$ cat src/rtl/jesd_bringup_sequencer.sv
// jesd_bringup_sequencer: CPU-less AXI-Lite master that brings up the JESD204
// TX, RX and PHY cores. It pulses the TX/RX core resets, reads the three version
// registers, then polls TX/RX reset-done, RX SYNC and RX data-started.
// Ports:
//   SAXI_aclk, reset     clock and async active-high reset
//   start                1-cycle pulse, honoured only in IDLE/DONE/ERROR
//   busy, done, error    sequence status levels; err_code gives the failure cause
//   tx/rx/phy_version    captured version words; rx_status = last RX 0x060 read
//   m_aw*/m_w*/m_b*      AXI-Lite write channel (master side)
//   m_ar*/m_r*           AXI-Lite read channel (master side)
module jesd_bringup_sequencer #(
  parameter logic [31:0] TX_ADDR    = 32'h44A4_0000,
  parameter logic [31:0] RX_ADDR    = 32'h44A3_0000,
  parameter logic [31:0] PHY_ADDR   = 32'h44A0_0000,
  parameter int unsigned POLL_GAP   = 16,
  parameter int unsigned POLL_LIMIT = 1024
) (
  input  logic        SAXI_aclk,
  input  logic        reset,
  input  logic        start,
  output logic        busy,
  output logic        done,
  output logic        error,
  output logic [2:0]  err_code,
  output logic [31:0] tx_version,
  output logic [31:0] rx_version,
  output logic [31:0] phy_version,
  output logic [31:0] rx_status,
  output logic [31:0] m_awaddr,
  output logic        m_awvalid,
  input  logic        m_awready,
  output logic [31:0] m_wdata,
  output logic        m_wvalid,
  input  logic        m_wready,
  input  logic [1:0]  m_bresp,
  input  logic        m_bvalid,
  output logic        m_bready,
  output logic [31:0] m_araddr,
  output logic        m_arvalid,
  input  logic        m_arready,
  input  logic [31:0] m_rdata,
  input  logic [1:0]  m_rresp,
  input  logic        m_rvalid,
  output logic        m_rready
);

  localparam int unsigned CNT_W   = 11;
  localparam int unsigned GAP_W   = $clog2(POLL_GAP + 1);
  localparam logic [31:0] REG_RST = 32'h0000_0020;
  localparam logic [31:0] RX_STAT = RX_ADDR + 32'h0000_0060;

  typedef enum logic [3:0] {
    IDLE, WR_TXRST, WR_RXRST, RD_TXVER, RD_RXVER, RD_PHYVER,
    POLL_TXRST, POLL_RXRST, POLL_SYNC, POLL_START, DONE, ERROR
  } state_t;

  state_t             state;
  logic               active;     // a transaction is outstanding on the bus
  logic               aw_ok;
  logic               w_ok;
  logic [GAP_W-1:0]   gap_cnt;
  logic [CNT_W-1:0]   poll_cnt;

  logic [31:0]        addr_c;
  logic               wr_c;
  logic               pass_c;
  logic [2:0]         tmo_c;
  state_t             next_c;
  logic [CNT_W:0]     poll_nxt_c;

  // Per-state access decode: address, direction, successor and poll condition.
  // Non-poll reads always pass so that all reads share one completion path.
  always_comb begin
    addr_c     = TX_ADDR + REG_RST;
    wr_c       = 1'b0;
    pass_c     = 1'b1;
    tmo_c      = 3'd0;
    next_c     = IDLE;
    poll_nxt_c = {1'b0, poll_cnt} + (CNT_W+1)'(1);
    case (state)
      WR_TXRST:   begin addr_c = TX_ADDR + REG_RST; wr_c = 1'b1; next_c = WR_RXRST; end
      WR_RXRST:   begin addr_c = RX_ADDR + REG_RST; wr_c = 1'b1; next_c = RD_TXVER; end
      RD_TXVER:   begin addr_c = TX_ADDR;  next_c = RD_RXVER;   end
      RD_RXVER:   begin addr_c = RX_ADDR;  next_c = RD_PHYVER;  end
      RD_PHYVER:  begin addr_c = PHY_ADDR; next_c = POLL_TXRST; end
      POLL_TXRST: begin addr_c = TX_ADDR + REG_RST; next_c = POLL_RXRST; pass_c = ~m_rdata[0];  tmo_c = 3'd3; end
      POLL_RXRST: begin addr_c = RX_ADDR + REG_RST; next_c = POLL_SYNC;  pass_c = ~m_rdata[0];  tmo_c = 3'd4; end
      POLL_SYNC:  begin addr_c = RX_STAT; next_c = POLL_START; pass_c = m_rdata[12]; tmo_c = 3'd5; end
      POLL_START: begin addr_c = RX_STAT; next_c = DONE;       pass_c = m_rdata[14]; tmo_c = 3'd6; end
      default:    ;
    endcase
  end

  // Sequencer FSM with bus handshakes; all outputs registered.
  always_ff @(posedge SAXI_aclk or posedge reset) begin
    if (reset) begin
      state       <= IDLE;
      active      <= 1'b0;
      aw_ok       <= 1'b0;
      w_ok        <= 1'b0;
      gap_cnt     <= '0;
      poll_cnt    <= '0;
      busy        <= 1'b0;
      done        <= 1'b0;
      error       <= 1'b0;
      err_code    <= 3'd0;
      tx_version  <= '0;
      rx_version  <= '0;
      phy_version <= '0;
      rx_status   <= '0;
      m_awaddr    <= '0;
      m_awvalid   <= 1'b0;
      m_wdata     <= '0;
      m_wvalid    <= 1'b0;
      m_bready    <= 1'b0;
      m_araddr    <= '0;
      m_arvalid   <= 1'b0;
      m_rready    <= 1'b0;
    end else begin
      case (state)
        IDLE, DONE, ERROR: begin
          if (start) begin
            state    <= WR_TXRST;
            busy     <= 1'b1;
            done     <= 1'b0;
            error    <= 1'b0;
            err_code <= 3'd0;
            poll_cnt <= '0;
            gap_cnt  <= '0;
          end
        end
        default: begin
          if (!active) begin
            // Issue the next access once the poll gap has elapsed.
            if (gap_cnt != '0) begin
              gap_cnt <= gap_cnt - GAP_W'(1);
            end else begin
              active <= 1'b1;
              if (wr_c) begin
                m_awaddr  <= addr_c;
                m_wdata   <= 32'h0000_0001;
                m_awvalid <= 1'b1;
                m_wvalid  <= 1'b1;
                aw_ok     <= 1'b0;
                w_ok      <= 1'b0;
              end else begin
                m_araddr  <= addr_c;
                m_arvalid <= 1'b1;
              end
            end
          end else if (wr_c) begin
            if (m_awvalid && m_awready) begin
              m_awvalid <= 1'b0;
              aw_ok     <= 1'b1;
            end
            if (m_wvalid && m_wready) begin
              m_wvalid <= 1'b0;
              w_ok     <= 1'b1;
            end
            // B is accepted only after both address and data are taken.
            if (!m_bready && (aw_ok || (m_awvalid && m_awready)) &&
                (w_ok || (m_wvalid && m_wready))) begin
              m_bready <= 1'b1;
            end
            if (m_bready && m_bvalid) begin
              m_bready <= 1'b0;
              active   <= 1'b0;
              if (m_bresp != 2'b00) begin
                state    <= ERROR;
                error    <= 1'b1;
                busy     <= 1'b0;
                err_code <= 3'd1;
              end else begin
                state    <= next_c;
                poll_cnt <= '0;
              end
            end
          end else begin
            if (m_arvalid && m_arready) begin
              m_arvalid <= 1'b0;
              m_rready  <= 1'b1;
            end
            if (m_rready && m_rvalid) begin
              m_rready <= 1'b0;
              active   <= 1'b0;
              if (m_araddr == RX_STAT) rx_status <= m_rdata;
              if (m_rresp != 2'b00) begin
                state    <= ERROR;
                error    <= 1'b1;
                busy     <= 1'b0;
                err_code <= 3'd2;
              end else if (pass_c) begin
                if (state == RD_TXVER)  tx_version  <= m_rdata;
                if (state == RD_RXVER)  rx_version  <= m_rdata;
                if (state == RD_PHYVER) phy_version <= m_rdata;
                state    <= next_c;
                poll_cnt <= '0;
                if (next_c == DONE) begin
                  done <= 1'b1;
                  busy <= 1'b0;
                end
              end else if (poll_nxt_c >= (CNT_W+1)'(POLL_LIMIT)) begin
                state    <= ERROR;
                error    <= 1'b1;
                busy     <= 1'b0;
                err_code <= tmo_c;
              end else begin
                if (poll_cnt != '1) poll_cnt <= poll_cnt + CNT_W'(1);
                gap_cnt <= GAP_W'(POLL_GAP);
              end
            end
          end
        end
      endcase
    end
  end

endmodule

$ cat config.mk
export PLATFORM = sky130hd
export DESIGN_NAME = jesd_bringup_sequencer
export DESIGN_NICKNAME = d
export VERILOG_FILES = /design/src/rtl/jesd_bringup_sequencer.sv
export SDC_FILE = /design/constraint.sdc
export NUM_CORES = 1
export LEC_CHECK = 0
export CAP_MARGIN = 20
export CORE_MARGIN = 5
export CORE_UTILIZATION = 50
export CTS_CLUSTER_DIAMETER = 100
export DETAILED_ROUTE_END_ITERATION = 10
export DONT_BUFFER_PORTS = 1
export PLACE_DENSITY_LB_ADDON = 0.25
export SLEW_MARGIN = 5
export SYNTH_ARGS = -nofsm -noshare
export SYNTH_HDL_FRONTEND = slang
export SYNTH_SLANG_ARGS = --single-unit
$ cat constraint.sdc
create_clock -name SAXI_aclk -period 6.3 [get_ports SAXI_aclk]
set_input_delay 0.945 -clock SAXI_aclk [delete_from_list [all_inputs] [get_ports SAXI_aclk]]
set_output_delay 0.945 -clock SAXI_aclk [all_outputs]
set_load 0.01 [all_outputs]
==> reports/metrics.cfg <==
[detailed_routing]
vias=4930
postRouteAntennaNets=0
wirelength_um=18700
vias_per_cell=5.63
drtIter0Drc=330
wl_per_cell_um=21.3
drcViolationCount=0
firstDrtPassIters=6

[layout]
drive_above_1_share_pct=23.0
seqCellArea_mm2=0.00430
antenna-diode-count=0
design_area_mm2=0.00846
num-fill-cells=1416
nNetsFinal=695
area_growth_pct=4.40
stdcell_count=876
multi_input_area_mm2=0.00324

[cts]
path_clk_slew_ps=70
postCtsResizedCells=0
clock_latency_ps=420
clock-sinks=172
ctsHoldBuffers=0
cts_tree=done
numCtsBuffers=17
htree_levels=4
cts_setup_buffers=0
clockBufferDepth=2
cts_root_buf=clkbuf_16

[setup_path]
crit_type=reg -> reg
critPathMaxFanout=26
crit_required_ps=6600
cp-start-kind=register
crit_chain=inv_1 > o32a_1 > nand2_4 > nand2_2 > nor4_4 > buf_4 > mux2_1
end_kind=register
cpMaxStageDelayCell=dfrtp_1
slowest_delay_ps=860
cp.arrival_ps=3830

[synthesis]
yosys_warnings=0
synth-simple-area-share_pct=8.38
synthAdderAreaFrac_pct=0.463
synth_top_area_cell=dfrtp_1
synth_top_area_share_pct=53.1
syn_area_mm2=0.00811
synth_top_family_by_area=multiplexers
synth_edf_count=0
synth_compound_area_share_pct=8.40
synth-seq-area-share_pct=53.1
synth-seq-cells=172
synth_xor_area_share_pct=0.108
synthMuxAreaShare_pct=18.8
synthTopCellsByArea=dfrtp_1 53%, mux2_2 14%, buf_4 8.8%
yosys_most_used_dff=dfrtp_1
ys_types=66
syn_avg_cell_area_um2=12.3
synth-async-reset-ratio_pct=100
syn_inst=661

[pwr]
powerDensity_mw_per_mm2=379
p_switching_mw=1.15
finalPower_mw=3.20
ir_worst_vdd_uv=213
p_int_mw=2.05
power_frac_seq_pct=46.3
sw_frac_of_total_pct=36.0
power_frac_comb_pct=23.1
leakagePower_nw=4.18
clockPowerShare_pct=30.7

[die]
pin_count=279
die_y_um=137
rows=46
core-area_mm2=0.0159
die_w_um=137
start_util_pct=51.0
die-area_mm2=0.0189

[job]
drv_cap=0

[placed_design]
dp.final_hpwl_um=13100
gp_congestion=0.863
port_buffers=0
placed_cells=845
place_ws_ps=2800
post_dp_cell_area_mm2=0.00791

[outcome]
status=finished clean

[global_route]
grt_usage_pct=19.9
grt_pass1_vias=5081
antenna_found_initial=0
grt_max_degree=102
grt-ovfl-total=0
grt_pass1_wl_um=29000

[sta]
finalHoldViolations=0
fmax_mhz=283
rsz0062_at_grt=false
finalSetupTns_ps=0
clock_skew_ps=8.46
slew_headroom_pct=26.5
setup_viol=0
fin_ws_ps=2770
final.min_clock_period_ps=3530
period_share_pct=56.1
maxSlewViolCount=0
tightest_slew_ps=1100

[worst_hold_path]
min_path_type=reg -> reg

-- synthesized netlist by cell type, types with 6 or more instances --
| library cell | count |
|---|---|
| buf_4 | 95 |
| nand3_1 | 10 |
| mux2_2 | 98 |
| a21oi_1 | 23 |
| o21ai_0 | 22 |
| nand2_1 | 28 |
| a31oi_1 | 10 |
| nor2_1 | 24 |
| clkbuf_1 | 6 |
| nand4_1 | 8 |
| o22ai_1 | 6 |
| inv_1 | 13 |
| dfrtp_1 | 172 |
| mux2_1 | 34 |
-- per-stage QoR --
stage               hold WS, ps  utilization [%]
finish                      494             53.3
global route                540             53.3
CTS                         499             53.3
detailed placement          484             49.8
global placement            481             49.8
floorplan                   463                -
-- per-layer routing --
metal  global-route usage (%)  wire length (um)  up-vias
li1                         -                 -     2159
met5                        0                 0        -
met3                     11.1              2500       29
met4                     6.54               353        0
met1                     22.9              6670     2475
met2                     31.5              9130      267
-- layout by cell type, fill, tap and decap left out, types with 3 or more instances in the layout --
cell type and instances:
a21boi_0 5, a31oi_1 10, mux2_2 98, nor3_1 3
clkbuf_16 17, nor2_1 23, o31ai_1 4, nand4_1 8
conb_1 77, nor2b_1 3, nand2b_1 3, or3_1 5
and2_1 5, nor3b_1 3, inv_1 12, a21oi_1 23
o21ai_0 22, ha_1 3, inv_6 5, o22ai_1 6
mux2_1 34, buf_4 5, or4_1 4, or2_2 5
nand3_1 10, nor4_1 3, a21o_1 5, nand2_1 28
dfrtp_1 172, o211ai_1 4, mux2i_1 4
-- worst max-delay path, delay by kind of cell, from the launching register on --
kind	cells	cell delay, ps
DFF	1	860
and+or+nand+nor	3	850
buffers and inverters	2	800
AOI/OAI and AO/OA	1	500
muxes	1	370
-- layout make-up --
| class | count | share of cell area, % |
|---|---|---|
| clock inverter | 14 | 1.57 |
| timing repair buffer | 5 | 0.443 |
| inverter | 13 | 0.636 |
| tap | 216 | 3.19 |
| multi-input combinational | 439 | 38.3 |
| sequential | 172 | 50.8 |
| clock buffer | 17 | 5.03 |
-- worst paths after layout --
path	start	end	slack [ps]	cells after the start
max	state[2]	phy_version[11]	2770	7
min	aw_ok	aw_ok	490	2
max reg2reg	state[2]	phy_version[11]	2770	7
min reg2reg	aw_ok	aw_ok	490	2
max in group asynchronous	reset	poll_cnt[5]	4300	2
min in group asynchronous	reset	rx_version[15]	580	1
-- power by group through the flow --
| stage | Combinational [mW] | Sequential, mW | Clock, mW |
|---|---|---|---|
| CTS | 0.734 | 1.48 | 1.01 |
| global route | 0.825 | 1.51 | 1.06 |
| global placement | 0.706 | 1.49 | 0 |
| floorplan | 0.700 | 1.39 | 0 |
| detailed placement | 0.729 | 1.50 | 0 |
| finish | 0.739 | 1.48 | 0.983 |
-- registers in the layout, summed over array words and instances, names as in the netlist, 3 cells and up --
signal,flops
tx_version,32
rx_status,32
state,4
m_araddr,5
m_awaddr,5
poll_cnt,11
phy_version,32
err_code,3
gap_cnt,5
rx_version,32
-- cell families (layout without fill, tap and decap cells) --
group	Yosys count	in the layout
other	1	77
AO/OA/AOI/OAI	102	102
XOR/XNOR	1	1
adder cells (fa/ha/maj)	3	3
AND/OR/NAND/NOR	120	120
multiplexers	136	136
buffers and inverters	126	49
flip-flops	172	172
(Power assumes the default switching activity.)
